--- src/rtl/branch_resolve_ctrl.sv ---
// -----------------------------------------------------------------------------
// branch_resolve_ctrl
//
// Purpose:
//   Branch resolution for the ID stage of a 5-stage MIPS pipeline. A decoded
//   branch is held in ID until its source operands are final. The branch is
//   then evaluated and a one-cycle redirect (target PC) is issued to IF. A
//   one-cycle link-register write request is issued for BGEZAL/BLTZAL.
//   Saturating statistics counters track resolved branches, taken branches
//   and cycles spent waiting for operands.
//
// Ports:
//   clk, rst         clock (rising edge), asynchronous active-high reset
//   id_valid         ID holds a valid instruction
//   id_op, id_rt     opcode [31:26] and rt field [20:16]
//   id_pc, id_imm    branch PC and 16-bit offset
//   rs_val, rt_val   forwarded operands
//   rs_ready         rs_val is final
//   rt_ready         rt_val is final
//   flush            exception/eret flush, highest priority
//   stall_id         hold IF/ID (combinational)
//   redirect_valid   one-cycle pulse: branch taken
//   redirect_pc      taken target, qualified by redirect_valid
//   link_we          one-cycle pulse: write link register
//   link_waddr       link register number, qualified by link_we
//   link_wdata       id_pc + 8, qualified by link_we
//   br_count         branches resolved (saturating)
//   taken_count      branches taken (saturating)
//   stall_count      cycles spent in WAIT (saturating)
//   dbg_state        current FSM state (0 = IDLE, 1 = WAIT)
//
// Handshake:
//   The ID stage offers a branch with id_valid. The branch is accepted
//   (resolved) in the first cycle where its needed operands are ready and no
//   flush is present. Until then stall_id is high in the same cycle, and the
//   ID inputs are expected to stay stable. Results appear one cycle after the
//   resolve cycle as single-cycle pulses; there is no back-pressure on them.
// -----------------------------------------------------------------------------
module branch_resolve_ctrl #(
  parameter int unsigned CNT_W    = 16,
  parameter int unsigned LINK_REG = 31
) (
  input  logic             clk,
  input  logic             rst,
  input  logic             id_valid,
  input  logic [5:0]       id_op,
  input  logic [4:0]       id_rt,
  input  logic [31:0]      id_pc,
  input  logic [15:0]      id_imm,
  input  logic [31:0]      rs_val,
  input  logic [31:0]      rt_val,
  input  logic             rs_ready,
  input  logic             rt_ready,
  input  logic             flush,
  output logic             stall_id,
  output logic             redirect_valid,
  output logic [31:0]      redirect_pc,
  output logic             link_we,
  output logic [4:0]       link_waddr,
  output logic [31:0]      link_wdata,
  output logic [CNT_W-1:0] br_count,
  output logic [CNT_W-1:0] taken_count,
  output logic [CNT_W-1:0] stall_count,
  output logic             dbg_state
);

  // ---------------------------------------------------------------------------
  // Opcode / REGIMM rt encodings
  // ---------------------------------------------------------------------------
  localparam logic [5:0] OP_REGIMM = 6'b000001;
  localparam logic [5:0] OP_BEQ    = 6'b000100;
  localparam logic [5:0] OP_BNE    = 6'b000101;
  localparam logic [5:0] OP_BLEZ   = 6'b000110;
  localparam logic [5:0] OP_BGTZ   = 6'b000111;

  localparam logic [4:0] RT_BLTZ   = 5'b00000;
  localparam logic [4:0] RT_BGEZ   = 5'b00001;
  localparam logic [4:0] RT_BLTZAL = 5'b10000;
  localparam logic [4:0] RT_BGEZAL = 5'b10001;

  localparam logic [4:0]       LINK_ADDR = 5'(LINK_REG);
  localparam logic [CNT_W-1:0] CNT_ONE   = {{(CNT_W-1){1'b0}}, 1'b1};

  typedef enum logic {
    IDLE = 1'b0,
    WAIT = 1'b1
  } state_e;

  // Saturating increment: holds at all-ones instead of wrapping.
  function automatic logic [CNT_W-1:0] sat_inc(input logic [CNT_W-1:0] v);
    return (&v) ? v : (v + CNT_ONE);
  endfunction

  // ---------------------------------------------------------------------------
  // Decode and condition evaluation
  // ---------------------------------------------------------------------------
  logic is_branch;
  logic need_rt;
  logic is_link;
  logic cond;
  logic rs_zero;
  logic rs_neg;

  assign rs_zero = (rs_val == 32'd0);
  assign rs_neg  = rs_val[31];

  always_comb begin
    is_branch = 1'b0;
    need_rt   = 1'b0;
    is_link   = 1'b0;
    cond      = 1'b0;
    case (id_op)
      OP_BEQ: begin
        is_branch = 1'b1;
        need_rt   = 1'b1;
        cond      = (rs_val == rt_val);
      end
      OP_BNE: begin
        is_branch = 1'b1;
        need_rt   = 1'b1;
        cond      = (rs_val != rt_val);
      end
      OP_BLEZ: begin
        is_branch = 1'b1;
        cond      = rs_neg | rs_zero;
      end
      OP_BGTZ: begin
        is_branch = 1'b1;
        cond      = ~rs_neg & ~rs_zero;
      end
      OP_REGIMM: begin
        case (id_rt)
          RT_BLTZ: begin
            is_branch = 1'b1;
            cond      = rs_neg;
          end
          RT_BGEZ: begin
            is_branch = 1'b1;
            cond      = ~rs_neg;
          end
          RT_BLTZAL: begin
            is_branch = 1'b1;
            is_link   = 1'b1;
            cond      = rs_neg;
          end
          RT_BGEZAL: begin
            is_branch = 1'b1;
            is_link   = 1'b1;
            cond      = ~rs_neg;
          end
          default: begin
            is_branch = 1'b0;
          end
        endcase
      end
      default: begin
        is_branch = 1'b0;
      end
    endcase
  end

  // rt only matters for the two-operand compares.
  logic ops_ready;
  logic br_present;
  logic resolve;

  assign ops_ready  = rs_ready & (rt_ready | ~need_rt);
  assign br_present = id_valid & is_branch;
  assign resolve    = br_present & ops_ready & ~flush;

  // Held low during reset so that every output is quiet while rst is high.
  assign stall_id = br_present & ~ops_ready & ~flush & ~rst;

  // Target arithmetic wraps modulo 2^32 by construction.
  logic [31:0] br_offset;
  logic [31:0] br_target;
  logic [31:0] link_addr;

  assign br_offset = {{14{id_imm[15]}}, id_imm, 2'b00};
  assign br_target = id_pc + 32'd4 + br_offset;
  assign link_addr = id_pc + 32'd8;

  // ---------------------------------------------------------------------------
  // Next-state logic
  // ---------------------------------------------------------------------------
  state_e           state_q,       state_d;
  logic             redir_valid_q, redir_valid_d;
  logic [31:0]      redir_pc_q,    redir_pc_d;
  logic             link_we_q,     link_we_d;
  logic [4:0]       link_waddr_q,  link_waddr_d;
  logic [31:0]      link_wdata_q,  link_wdata_d;
  logic [CNT_W-1:0] br_cnt_q,      br_cnt_d;
  logic [CNT_W-1:0] taken_cnt_q,   taken_cnt_d;
  logic [CNT_W-1:0] stall_cnt_q,   stall_cnt_d;

  always_comb begin
    state_d       = IDLE;
    redir_valid_d = 1'b0;
    redir_pc_d    = 32'd0;
    link_we_d     = 1'b0;
    link_waddr_d  = 5'd0;
    link_wdata_d  = 32'd0;
    br_cnt_d      = br_cnt_q;
    taken_cnt_d   = taken_cnt_q;
    stall_cnt_d   = stall_cnt_q;

    // A branch that cannot resolve parks in WAIT; flush always lands in IDLE.
    if (!flush && br_present && !ops_ready) begin
      state_d = WAIT;
    end

    // Every WAIT cycle counts, including the one in which the branch
    // finally resolves; a flushed cycle does not.
    if (state_q == WAIT && !flush) begin
      stall_cnt_d = sat_inc(stall_cnt_q);
    end

    if (resolve) begin
      br_cnt_d = sat_inc(br_cnt_q);
      if (cond) begin
        redir_valid_d = 1'b1;
        redir_pc_d    = br_target;
        taken_cnt_d   = sat_inc(taken_cnt_q);
      end
      // Link write happens whether or not the branch is taken.
      if (is_link) begin
        link_we_d    = 1'b1;
        link_waddr_d = LINK_ADDR;
        link_wdata_d = link_addr;
      end
    end
  end

  // ---------------------------------------------------------------------------
  // State and registered outputs
  // ---------------------------------------------------------------------------
  always_ff @(posedge clk or posedge rst) begin
    if (rst) begin
      state_q       <= IDLE;
      redir_valid_q <= 1'b0;
      redir_pc_q    <= 32'd0;
      link_we_q     <= 1'b0;
      link_waddr_q  <= 5'd0;
      link_wdata_q  <= 32'd0;
      br_cnt_q      <= '0;
      taken_cnt_q   <= '0;
      stall_cnt_q   <= '0;
    end else begin
      state_q       <= state_d;
      redir_valid_q <= redir_valid_d;
      redir_pc_q    <= redir_pc_d;
      link_we_q     <= link_we_d;
      link_waddr_q  <= link_waddr_d;
      link_wdata_q  <= link_wdata_d;
      br_cnt_q      <= br_cnt_d;
      taken_cnt_q   <= taken_cnt_d;
      stall_cnt_q   <= stall_cnt_d;
    end
  end

  assign redirect_valid = redir_valid_q;
  assign redirect_pc    = redir_pc_q;
  assign link_we        = link_we_q;
  assign link_waddr     = link_waddr_q;
  assign link_wdata     = link_wdata_q;
  assign br_count       = br_cnt_q;
  assign taken_count    = taken_cnt_q;
  assign stall_count    = stall_cnt_q;
  assign dbg_state      = state_q;

endmodule

--- config.mk ---
export PLATFORM = sky130hd
export DESIGN_NAME = branch_resolve_ctrl
export DESIGN_NICKNAME = d
export VERILOG_FILES = /design/src/rtl/branch_resolve_ctrl.sv
export SDC_FILE = /design/constraint.sdc
export NUM_CORES = 1
export LEC_CHECK = 0
export ABC_CLOCK_PERIOD_IN_PS = 8700
export BUFFER_PORTS_ARGS = -buffer_cell sky130_fd_sc_hd__buf_2
export CELL_PAD_IN_SITES_DETAIL_PLACEMENT = 0
export CELL_PAD_IN_SITES_GLOBAL_PLACEMENT = 1
export CORE_MARGIN = 10
export CORE_UTILIZATION = 40
export DETAILED_ROUTE_END_ITERATION = 12
export HOLD_SLACK_MARGIN = 0.05
export PLACE_DENSITY = 0.95
export SLEW_MARGIN = 20
export SYNTH_ARGS = -nofsm -noshare
export SYNTH_HDL_FRONTEND = slang
export SYNTH_SLANG_ARGS = --single-unit
--- constraint.sdc ---
create_clock -name clk -period 8.7 [get_ports clk]
set_input_delay 0.87 -clock clk [delete_from_list [all_inputs] [get_ports clk]]
set_output_delay 0.87 -clock clk [all_outputs]
set_load 0.01 [all_outputs]
==> key figures, run 1 <==
Placement
  • Area after DPL: 8420 um^2
  • HPWL after DPL: 17300 um
  • Placed cell count: 1177
  • IO buf count: 249
  • Placer Congestion: 0.980
  • Pre-CTS setup slack: 4.85 ns

Synthesis
  • Synth warnings: 0
  • Post-Synth XOR/XNOR Area: 15.1%
  • Post-synth cell types: 48
  • Post-synth EDFFs: 0
  • Simple-Gate Fraction of Synth Area: 19.4%
  • Area of the mapped netlist: 6950 um^2
  • Largest family of logic cells by synthesized area: simple AND/OR/NAND/NOR gates
  • Sequential area share after synthesis: 41.4%
  • Mux contribution to synthesized area: 0.648%
  • Post-Syn Nets: 907
  • Synth Area in Adders: 11.3%
  • Most common flop cell mapped by yosys: dfrtp_1
  • Syn Inst Count: 716
  • Async set-reset flop share out of synthesis: 100%
  • Avg Inst Size Synth: 9.71 um^2
  • Yosys reg bits: 115
  • Compound-Gate Fraction of Synth Area: 9.40%

Route
  • Drt first pass iters: 4
  • Via count: 6154
  • Routed vias/inst: 5.09
  • DR top layer: met4
  • Metal3 WL: 1170 um
  • Final WL: 21500 um
  • DR DRC count: 0
  • Met1 wire length: 9610 um
  • WL/cell: 17.7 um
  • Post-detailed-route count of antenna-violating nets: 0
  • DRT iter0 DRCs: 229
  • Met2 wire len: 10500 um

Floorplan
  • Die Span Y: 152 um
  • Die ar.: 23100 um^2
  • Site row count: 48
  • Die W: 152 um
  • Core Region: 17200 um^2
  • Io pins: 250
  • Starting density of the core: 40.5%

GRT
  • Total track usage: 18.0%
  • Initial antenna violation count: 0
  • Vias in the first global route: 6337
  • Largest net degree at the start of global routing: 59
  • Global-route wire length before repair: 34100 um
  • Grt ovf: 0

Worst setup path
  • Critical path's most frequent cell: ha_1
  • Startpoint Class: primary input
  • Worst-path fanout max: 4
  • Slowest stage delay, CP: 0.38 ns
  • Slowest CP cell: o31ai_1
  • Bufs and invs on worst path: 2
  • CP arrival: 3.71 ns
  • Crit Path Category: primary input to flip-flop
  • Critical Path, Cell by Cell: buf_2 -> ha_1 -> ha_1 -> inv_1 -> fa_1 -> nor2b_1 -> o31a_1 -> o31ai_1 -> a21oi_1 -> o21bai_1 -> a31oi_1 -> a221oi_1 -> xnor2_1 -> nor2_1
  • CP endpoint kind: flip-flop
  • Top Family by Delay on Critical Path: compound AO/OA/AOI/OAI gates
  • Critical Path RT: 8.95 ns

Cells and area
  • # nets final: 1162
  • Synth-to-Final Area Change: 29.5%
  • Fin cells: 1209
  • Fillers: 1572
  • Most common cell after layout, fill and taps aside: buf_2
  • Cell area after layout: 9000 um^2
  • Highest-count cells in the layout ignoring fill and taps: 249 x buf_2, 115 x dfrtp_1, 88 x nor2_1
  • Share of cells above drive strength 1: 30.5%
  • Antenna cells: 0

STA
  • Hold_ws: 0.489 ns
  • Fin crit period: 3.47 ns
  • Setup-failing EPs final: 0
  • Setup slack after layout: 5.23 ns
  • Measured slew at the worst slew-check pin: 1.06 ns
  • RSZ-0062 raised after global routing: no
  • Final hold vios: 0
  • Final setup skew: 0.00569 ns
  • Final Max Tran Viols: 0
  • Slew HR: 29.2%
  • Setup_tns: 0 ns
  • Fmax: 288 MHz
  • Post-route clock period utilization: 39.8%

Clock network
  • Cts hold-fix bufs: 0
  • Resize count post-CTS: 0
  • Clock buffer count from CTS: 17
  • CTS H-Tree Depth: 4
  • Clk buf depth: 2
  • CTS tree: done
  • Post-CTS setup buffers: 0
  • # clock sinks: 115
  • CTS clk-pin slew, worst paths: 0.05 ns
  • Clk root buf: clkbuf_16
  • Worst skew pair latency: 0.41 ns

Pwr
  • Pwr dens: 163 nW/um^2
  • Cell Int Power: 0.00106 W
  • Static leakage: 4.81 nW
  • Combinational power share: 16.3%
  • Sw Share: 27.3%
  • Seq pwr share: 37.1%
  • Switching power total: 0.000399 W
  • VDD IR max: 123 uV
  • Clk pwr share: 46.6%

Hold path
  • Worst Hold Class: flip-flop to flip-flop

Status
  • Outcome: finished, final reports clean

Flow run
  • Max-cap viol count: 0
==> final timing paths <==
kind,startpoint,to,slack (ns),depth (start not counted)
worst min-delay path,stall_count[11],stall_count[11],0.49,1
min in group asynchronous,rst,br_count[6],0.59,2
worst max register to register,stall_count[6],stall_count[7],6.36,9
worst min register to register,stall_count[11],stall_count[11],0.49,1
max in group asynchronous,rst,redirect_pc[16],6.88,3
worst max-delay path,id_pc[3],redirect_pc[31],5.23,14
==> cells in the mapped netlist (2+ instances only) <==
cell type | n | area (um^2)
a211oi_1 | 6 | 45.0
a21o_1 | 11 | 82.6
a21oi_1 | 27 | 135
a2bb2oi_1 | 2 | 17.5
a31o_2 | 3 | 26.3
a31oi_1 | 3 | 18.8
and2_1 | 9 | 56.3
and3_1 | 8 | 50.1
and4_1 | 6 | 52.6
buf_4 | 5 | 37.5
clkbuf_1 | 9 | 33.8
dfrtp_1 | 115 | 2880
ha_1 | 61 | 763
inv_1 | 29 | 109
mux2_2 | 4 | 45.0
nand2_1 | 46 | 173
nand2b_1 | 5 | 31.3
nand3_1 | 31 | 155
nand3b_1 | 2 | 15.0
nand4_1 | 23 | 144
nor2_1 | 88 | 330
nor2b_1 | 3 | 18.8
nor3_1 | 21 | 105
nor4_1 | 19 | 119
o21a_1 | 10 | 75.1
o21ai_0 | 18 | 90.1
o21bai_1 | 5 | 37.5
o31a_1 | 2 | 17.5
o31ai_1 | 2 | 15.0
or2_2 | 3 | 18.8
or3_1 | 5 | 31.3
xnor2_1 | 48 | 420
xor2_1 | 72 | 631
==> kinds of logic after synthesis <==
family	after synthesis
AND/OR/NAND/NOR	274
XOR/XNOR	120
flip-flops	115
AO/OA/AOI/OAI	97
adder cells (fa/ha/maj)	62
buffers and inverters	44
multiplexers	4
==> routing by layer <==
layer	vias to the layer above	GRT usage, %
met5	-	0
met4	0	4.31
met3	18	4.60
met2	169	29.9
met1	2942	22.8
li1	3025	-
==> layout make-up <==
cell class	instances	area, um^2	area share, %
Multi-Input combinational cell	557	3890	43.2
Sequential cell	115	2880	32.0
Timing Repair Buffer	251	1260	14.0
Clock buffer	17	425	4.72
Tap cell	225	282	3.13
Clock inverter	15	158	1.75
Inverter	29	111	1.24
==> through the flow <==
stage | total power, W | util, %
after global routing | 0.00153 | 52.4
after detailed placement | 0.000789 | 49.0
after CTS | 0.00148 | 52.4
after global placement | 0.000785 | 49.0
final | 0.00146 | 52.4
after floorplan | 0.000705 | -
==> power by group through the flow <==
stage	Combinational, W	Sequential (W)	Clock, W
3_5_place_dp	0.000236	0.000552	0
3_3_place_gp	0.000233	0.000552	0
4_1_cts	0.000239	0.000543	0.000699
5_1_grt	0.000269	0.000543	0.000723
2_1_floorplan	0.000152	0.000553	0
6_report	0.000239	0.000543	0.000682
==> worst reg2reg max path, stage by stage, from the launching register on <==
cell	delay (ns)
dfrtp_1	0.42
and4_1	0.24
and3_1	0.19
and3_1	0.21
nand3_1	0.11
nor2_1	0.07
a41oi_2	0.34
and4_1	0.38
nand4_1	0.14
xnor2_1	0.14
==> registers in the layout, indices dropped and copies added (netlist names) <==
signal and cells:
link_wdata 32, redirect_pc 32, br_count 16, stall_count 16, taken_count 16, dbg_state 1
link_waddr 1, redirect_valid 1
No activity file was read; power rests on OpenSTA's default activity.
==> run 2: changes to the inputs <==
--- a/config.mk
+++ b/config.mk
@@ -5,15 +5,16 @@
 export SDC_FILE = /design/constraint.sdc
 export NUM_CORES = 1
 export LEC_CHECK = 0
-export ABC_CLOCK_PERIOD_IN_PS = 8700
+export ABC_AREA = 1
+export ABC_CLOCK_PERIOD_IN_PS = 3200
 export BUFFER_PORTS_ARGS = -buffer_cell sky130_fd_sc_hd__buf_2
 export CELL_PAD_IN_SITES_DETAIL_PLACEMENT = 0
 export CELL_PAD_IN_SITES_GLOBAL_PLACEMENT = 1
 export CORE_MARGIN = 10
-export CORE_UTILIZATION = 40
+export CORE_UTILIZATION = 37
 export DETAILED_ROUTE_END_ITERATION = 12
 export HOLD_SLACK_MARGIN = 0.05
-export PLACE_DENSITY = 0.95
+export PLACE_DENSITY = 0.9
 export SLEW_MARGIN = 20
 export SYNTH_ARGS = -nofsm -noshare
 export SYNTH_HDL_FRONTEND = slang
==> constraint.sdc (replaced) <==
create_clock -name clk -period 3.2 [get_ports clk]
set_input_delay 0.32 -clock clk [delete_from_list [all_inputs] [get_ports clk]]
set_output_delay 0.32 -clock clk [all_outputs]
set_load 0.01 [all_outputs]
==> run 2 against run 1 <==
Via count increased by 33%. Clock-buffer cell count rose by 1. Critical path type is now flip-flop to flip-flop. Core utilization down 4.6 points.
==> key figures, run 2 <==
Synthesis
  • Commonest cells in the netlist: 280 x nand2_1, 166 x nor2_1, 142 x inv_1
  • Async set-reset flop share out of synthesis: 100% (unchanged)
  • Area leader, netlist: dfrtp_1
  • Compound-Gate Fraction of Synth Area: 6.97% (-2.4 points)
  • Syn Inst Count: 1131 (+58%)
  • Post-synth cell types: 45 (-6.3%)
  • Most common flop cell mapped by yosys: dfrtp_1
  • Post-synth top area share: 34.4% (-7.0 points)
  • Post-synth EDFFs: 0 (unchanged)
  • Synth Area in Adders: 9.36% (-1.9 points)
  • Yosys reg bits: 115 (unchanged)
  • Largest family of logic cells by synthesized area: simple AND/OR/NAND/NOR gates
  • Simple-Gate Fraction of Synth Area: 33.5% (+14 points)
  • Area contributors post-synth: dfrtp_1 34%, nand2_1 13%, ha_1 9.1%, nor2_1 7.4%, inv_1 6.4%
  • Sequential area share after synthesis: 34.4% (-7.0 points)
  • Synth warnings: 0 (unchanged)
  • Area of the mapped netlist: 8370 um^2 (+20%)
  • Mux contribution to synthesized area: 0% (-0.65 points)
  • Count leader, synth: nand2_1
  • Post-Synth XOR/XNOR Area: 7.53% (-7.6 points)
  • Post-Syn Nets: 1322 (+46%)
  • Avg Inst Size Synth: 7.40 um^2 (-24%)

Clock network
  • Clock buffer count from CTS: 17 (unchanged)
  • Clk buf depth: 2 (unchanged)
  • CTS tree: done
  • Clk root buf: clkbuf_16
  • Worst skew pair latency: 0.41 ns (about the same)
  • CTS H-Tree Depth: 4 (unchanged)
  • # clock sinks: 115 (unchanged)
  • CTS clk-pin slew, worst paths: 0.06 ns (about the same)

Worst setup path
  • Critical Path, Cell by Cell: ha_1 -> nand3_1 -> inv_1 -> nand3_1 -> nor2_1 -> nand4_1 -> nand3_2 -> nand2_1 -> nand2_1
  • CP endpoint kind: flip-flop
  • Critical Path RT: 3.55 ns (-5.40 ns)
  • Crit Path Category: flip-flop to flip-flop
  • Worst-path fanout max: 13 (+9)
  • RR Startpoint: taken_count[0]
  • Startpoint Class: flip-flop
  • R2R Setup Slk: 0.93 ns (-5.43 ns)
  • Top Family by Delay on Critical Path: simple AND/OR/NAND/NOR gates
  • Bufs and invs on worst path: 1 (-1)
  • Reg-to-reg endpoint: taken_count[4]
  • Setup crit start: taken_count[0]
  • Slowest CP cell: nand4_1
  • Slowest stage delay, CP: 0.50 ns (+0.12 ns)
  • CP arrival: 2.62 ns (-1.09 ns)
  • R2R depth: 9 (unchanged)

Pwr
  • Pwr dens: 411 nW/um^2 (+150%)
  • Switching power total: 0.00127 W (+220%)
  • Static leakage: 5.79 nW (+21%)
  • Cell Int Power: 0.00306 W (+190%)
  • Clk pwr share: 47.0% (+0.4 points)
  • VDD IR max: 304 uV (+150%)
  • Seq pwr share: 34.3% (-2.8 points)
  • Sw Share: 29.2% (+2.0 points)
  • Combinational power share: 18.7% (+2.4 points)

Route
  • Met1 wire length: 11600 um (+21%)
  • WL/cell: 16.1 um (-9.4%)
  • DR top layer: met4
  • Routed vias/inst: 4.88 (-4.1%)
  • Met2 wire len: 13600 um (+30%)
  • DR DRC count: 0 (unchanged)
  • DRT iter0 DRCs: 503 (+120%)
  • Metal3 WL: 1610 um (+38%)
  • Via count: 8207 (+33%)
  • Drt first pass iters: 5 (+1)
  • Final WL: 27000 um (+26%)
  • Post-detailed-route count of antenna-violating nets: 0 (unchanged)

Floorplan
  • Starting density of the core: 38.0% (-2.5 points)
  • Die Span Y: 170 um (+12%)
  • Die ar.: 29000 um^2 (+26%)
  • Io pins: 250 (unchanged)
  • Core Region: 22000 um^2 (+28%)
  • Die W: 170 um (+12%)
  • Site row count: 54 (+13%)

STA
  • Setup-failing EPs final: 0 (unchanged)
  • Setup_tns: 0 ns (unchanged)
  • Slew HR: 57.0% (+28 points)
  • Fmax: 441 MHz
  • Measured slew at the worst slew-check pin: 0.643 ns (-0.415 ns)
  • Final Max Tran Viols: 0 (unchanged)
  • Fin crit period: 2.27 ns
  • Post-route clock period utilization: 70.9%
  • Final hold vios: 0 (unchanged)
  • RSZ-0062 raised after global routing: no
  • Final setup skew: 0.00639 ns (+0.000701 ns)
  • Hold_ws: 0.118 ns (-0.371 ns)

Placement
  • HPWL after DPL: 22200 um (+28%)
  • IO buf count: 249 (unchanged)
  • Placer Congestion: 0.937 (-4.4%)

GRT
  • Vias in the first global route: 8258 (+30%)
  • Global-route wire length before repair: 42600 um (+25%)
  • Largest net degree at the start of global routing: 52 (-12%)
  • Grt ovf: 0 (unchanged)
  • Total track usage: 18.4% (+0.42 points)
  • Initial antenna violation count: 0 (unchanged)

Cells and area
  • # nets final: 1581 (+36%)
  • Most common cell after layout, fill and taps aside: nand2_1
  • Fillers: 2254 (+43%)
  • Synth-to-Final Area Change: 25.9%
  • Highest-count cells in the layout ignoring fill and taps: 280 x nand2_1, 249 x buf_2, 166 x nor2_1
  • Share of cells above drive strength 1: 24.5% (-6.0 points)
  • Antenna cells: 0 (unchanged)

Status
  • Outcome: finished, final reports clean

Hold path
  • Hold Crit Endpoint: link_wdata[3]
  • Hold path cells: 2 (+1)
  • Hold Crit Start: id_pc[3]
  • Worst Hold Class: primary input to flip-flop

Flow run
  • Max-cap viol count: 0 (unchanged)
==> run 2: worst max path at each step <==
stage	end	slack, ns	cells after the start
2_1_floorplan	redirect_pc[21]	0.96	15
3_3_place_gp	redirect_pc[23]	0.57	19
3_5_place_dp	redirect_pc[23]	0.52	19
4_1_cts	redirect_pc[21]	0.95	16
5_1_grt	redirect_pc[21]	0.67	16
6_report	taken_count[4]	0.93	9
==> run 2: through the flow <==
stage / cell area (um^2) / instances / util [%] / total power, W / setup slack (ns)
2_1_floorplan: 8370 / 1131 / - / 0.00203 / 0.955
3_3_place_gp: 9910 / 1650 / 45.0 / 0.00231 / 0.569
3_5_place_dp: 9910 / 1650 / 45.0 / 0.00232 / 0.520
4_1_cts: 10500 / 1682 / 47.8 / 0.00438 / 0.947
5_1_grt: 10500 / 1682 / 47.8 / 0.00454 / 0.675
6_report: 10500 / 1682 / 47.8 / 0.00433 / 0.931
==> run 2: cell type report <==
cell class	instances	area [um^2]	share of cell area [%]
tap	280	350	3.32
multi-input combinational	853	4800	45.5
timing repair buffer	257	1350	12.8
clock inverter	13	185	1.76
clock buffer	18	429	4.07
inverter	146	553	5.25
sequential	115	2880	27.3
==> run 2: worst register-to-register path: cells and delay by family (launching register included) <==
kind	cells	cell delay [ns]
and+or+nand+nor	7	1.47
DFF	1	0.40
buffers and inverters	1	0.13
adders and majority gates	1	0.21
==> run 2: power groups by stage <==
stage / Combinational [W] / Clock (W) / Sequential (W)
after CTS: 0.000811 / 0.00208 / 0.00148
after global placement: 0.000803 / 0 / 0.00151
after detailed placement: 0.000805 / 0 / 0.00151
after global routing: 0.000913 / 0.00214 / 0.00149
after floorplan: 0.000513 / 0 / 0.00151
final: 0.000809 / 0.00204 / 0.00149
==> run 2: per-layer routing <==
layer / GRT usage (%) / up-vias
li1: - / 4157
met1: 21.9 / 3828
met2: 32.6 / 201
met3: 4.40 / 21
met4: 4.42 / 0
met5: 0 / -
==> run 2: logic make-up (layout without fill, tap and decap cells) <==
kind of cell               after synthesis  after routing
buffers and inverters                  163            434
and+or+nand+nor                        617            617
adders and majority gates               62             62
xor gates and xnor gates                72             72
AOI/OAI and AO/OA                      102            102
DFF                                    115            115
==> run 2: repair_timing <==
item	in CTS	in global routing
hold endpoints to repair	23	0
setup buffers	0	0
hold buffers	1	0
gates resized for setup	0	0
==> run 3: changes to the inputs <==
--- a/config.mk
+++ b/config.mk
@@ -5,16 +5,16 @@
 export SDC_FILE = /design/constraint.sdc
 export NUM_CORES = 1
 export LEC_CHECK = 0
-export ABC_AREA = 1
-export ABC_CLOCK_PERIOD_IN_PS = 3200
+export ABC_AREA = 0
+export ABC_CLOCK_PERIOD_IN_PS = 1900
 export BUFFER_PORTS_ARGS = -buffer_cell sky130_fd_sc_hd__buf_2
 export CELL_PAD_IN_SITES_DETAIL_PLACEMENT = 0
 export CELL_PAD_IN_SITES_GLOBAL_PLACEMENT = 1
 export CORE_MARGIN = 10
-export CORE_UTILIZATION = 37
+export CORE_UTILIZATION = 34
 export DETAILED_ROUTE_END_ITERATION = 12
 export HOLD_SLACK_MARGIN = 0.05
-export PLACE_DENSITY = 0.9
+export PLACE_DENSITY = 0.87
 export SLEW_MARGIN = 20
 export SYNTH_ARGS = -nofsm -noshare
 export SYNTH_HDL_FRONTEND = slang
==> constraint.sdc (replaced) <==
create_clock -name clk -period 1.9 [get_ports clk]
set_input_delay 0.19 -clock clk [delete_from_list [all_inputs] [get_ports clk]]
set_output_delay 0.19 -clock clk [all_outputs]
set_load 0.01 [all_outputs]
==> run 3 against run 2 <==
The flow now finishes with violations (negative setup slack). Sequential share of layout area is 3.6 points lower. Register-to-register slack worse by 1.1 ns. Critical endpoint is now redirect_pc[27]. Clock skew grew 0.0020 ns. Critical path depth is 5 higher. Clock power increased by 69%. Combinational power rose by 140%. Final cell count fell by 13%. Flip-flop and latch count unchanged. Cell area increased by 15%. Largest power group unchanged. Die area decreased by 8.5%. Sequential power is 67% higher. Global-route usage is 0.13 points higher.
==> key figures, run 3 (synthesis results as in run 1) <==
Worst setup path
  • Startpoint Class: primary input
  • Crit path to: redirect_pc[27]
  • RR Startpoint: stall_count[6]
  • CP arrival: 2.59 ns (-0.03 ns)
  • Critical Path RT: 2.22 ns (-1.33 ns)
  • Setup crit start: id_pc[3]
  • Slowest CP cell: fa_2
  • R2R depth: 11 (+2)
  • Worst-path fanout max: 3 (-10)
  • R2R Setup Slk: -0.13 ns (-1.06 ns)
  • Crit Path Category: primary input to flip-flop
  • Slowest stage delay, CP: 0.35 ns (-0.15 ns)
  • CP endpoint kind: flip-flop
  • Critical Path, Cell by Cell: buf_8 -> ha_4 -> ha_4 -> inv_2 -> fa_2 -> nor2b_2 -> o31a_1 -> o31ai_4 -> a31o_4 -> o2111ai_2 -> nand2_1 -> o21a_1 -> o21a_1 -> nor3_1
  • Reg-to-reg endpoint: stall_count[8]

GRT
  • Met3 Track Usage GR: 4.22% (-0.17 points)
  • Largest net degree at the start of global routing: 56 (+7.7%)
  • GR peak layer: met2
  • Grt ovf: 0 (unchanged)
  • Initial antenna violation count: 0 (unchanged)
  • Grt met2 use: 31.3% (-1.3 points)
  • Vias in the first global route: 7237 (-12%)
  • Met1 GRT Util: 23.3% (+1.4 points)
  • Global-route wire length before repair: 39200 um (-8.1%)
  • Total track usage: 18.5% (+0.13 points)

Placement
  • IO buf count: 249 (unchanged)
  • Placed cell count: 1389 (-16%)
  • HPWL after DPL: 19500 um (-12%)
  • Area after DPL: 10000 um^2 (+1.3%)
  • Pre-CTS setup slack: -1.08 ns (-1.60 ns)
  • Placer Congestion: 0.891 (-4.8%)

Cells and area
  • Share of cells above drive strength 1: 55.0% (+30 points)
  • Antenna cells: 0 (unchanged)
  • Cell area after layout: 12200 um^2 (+15%)
  • Fin cells: 1461 (-13%)
  • # nets final: 1369 (-13%)
  • Highest-count cells in the layout ignoring fill and taps: 237 x buf_2, 178 x buf_4, 113 x dfrtp_1
  • Most common cell after layout, fill and taps aside: buf_2
  • Synth-to-Final Area Change: 74.9%

Route
  • Drt first pass iters: 4 (-1)
  • Final WL: 26600 um (-1.8%)
  • WL/cell: 18.2 um (+13%)
  • DRT iter0 DRCs: 288 (-43%)
  • DR DRC count: 0 (unchanged)
  • Via count: 7136 (-13%)
  • Routed vias/inst: 4.88 (+0.10%)
  • Post-detailed-route count of antenna-violating nets: 0 (unchanged)

Floorplan
  • Starting density of the core: 34.5% (-3.5 points)
  • Die ar.: 26600 um^2 (-8.5%)
  • Io pins: 250 (unchanged)
  • Die Span Y: 163 um (-4.3%)
  • Die W: 163 um (-4.3%)
  • Core Region: 20200 um^2 (-8.4%)
  • Site row count: 52 (-3.7%)

Pwr
  • Total Power: 0.00790 W (+82%)
  • Static leakage: 6.18 nW (+6.7%)
  • VDD IR max: 542 uV (+78%)
  • Pwr dens: 650 nW/um^2 (+58%)

Clock network
  • CTS H-Tree Depth: 4 (unchanged)
  • # clock sinks: 115 (unchanged)
  • Clk root buf: clkbuf_16
  • Worst skew pair latency: 0.41 ns (about the same)
  • CTS tree: done
  • CTS clk-pin slew, worst paths: 0.05 ns (about the same)
  • Clk buf depth: 2 (unchanged)
  • Clock buffer count from CTS: 17 (unchanged)

Flow run
  • Max-cap viol count: 0 (unchanged)

STA
  • Slew HR: 64.4% (+7.4 points)
  • Fin crit period: 2.27 ns
  • Setup-failing EPs final: 60 (+60)
  • Post-route clock period utilization: 119%
  • RSZ-0062 raised after global routing: yes
  • Setup slack after layout: -0.365 ns (-1.30 ns)
  • Final Max Tran Viols: 0 (unchanged)
  • Final setup skew: 0.00839 ns (+0.00199 ns)
  • Fmax: 441 MHz
  • Final hold vios: 0 (unchanged)
  • Measured slew at the worst slew-check pin: 0.531 ns (-0.112 ns)

Status
  • Failing checks: negative setup slack
  • Outcome: finished, violations left

Hold path
  • Worst Hold Class: primary input to flip-flop
[run 3: cell count changes in the layout (fill, tap and decap cells not counted), moves of 41 or more]
| cell | previous run | this run |
|---|---|---|
| nand3_1 | 60 | 19 |
| xor2_1 | 26 | 71 |
| nor2_1 | 166 | 70 |
| buf_4 | 4 | 178 |
| inv_1 | 141 | 23 |
| nand2_1 | 280 | 38 |
[run 3: how the worst min path moves through the flow]
stage / start / end / slack [ns] / cells after the start
final: id_pc[1] / link_wdata[1] / 0.07 / 3
after floorplan: id_pc[3] / link_wdata[3] / 0.26 / 1
after detailed placement: rst / br_count[15] / 0.27 / 2
after global routing: id_pc[3] / link_wdata[3] / 0.06 / 3
after CTS: id_pc[1] / link_wdata[1] / 0.06 / 3
after global placement: rst / br_count[15] / 0.27 / 2
[run 3: report_power, final]
part / internal (W) / total, W / switching (W)
Sequential: 0.00247 / 0.00249 / 0.0000198
Combinational: 0.00103 / 0.00197 / 0.000940
Clock: 0.00227 / 0.00345 / 0.00118
Total: 0.00576 / 0.00790 / 0.00214
[run 3: repair_timing]
action | 4_1_cts | 5_1_grt
hold endpoints to repair | 21 | 0
hold buffers | 2 | 0
buffers inserted | 17 | 29
resized for setup | 90 | 127
pin swaps | 76 | 95
endpoints found under the setup margin | 56 | 77
cloned | 1 | 1
[run 3: area by class of cell]
type / count / area [um^2]
fill: 1621 / 8010
tap: 270 / 338
inverter: 29 / 118
timing repair buffer: 458 / 3080
multi-input combinational: 557 / 5120
clock inverter: 8 / 121
clock buffer: 24 / 512
sequential: 115 / 2880
[run 3: stage by stage]
step	setup TNS [ns]	util [%]	hold slack, ns
2_1_floorplan	-8.94	-	0.256
3_3_place_gp	-31.28	49.8	0.269
3_5_place_dp	-33.85	49.8	0.267
4_1_cts	-5.10	56.2	0.0575
5_1_grt	-13.92	60.3	0.0632
6_report	-8.89	60.3	0.0684
[run 3: critical path: cells and delay by family]
kind | cells | cell delay [ns]
adder cells (fa/ha/maj) | 3 | 0.77
AO/OA/AOI/OAI | 6 | 1.10
AND/OR/NAND/NOR | 3 | 0.36
buffers and inverters | 2 | 0.14
[run 3: per-layer routing]
metal	wire length [um]	up-vias
met5	0	-
met4	483	0
met3	1300	30
met2	13800	182
met1	11000	3487
li1	-	3437
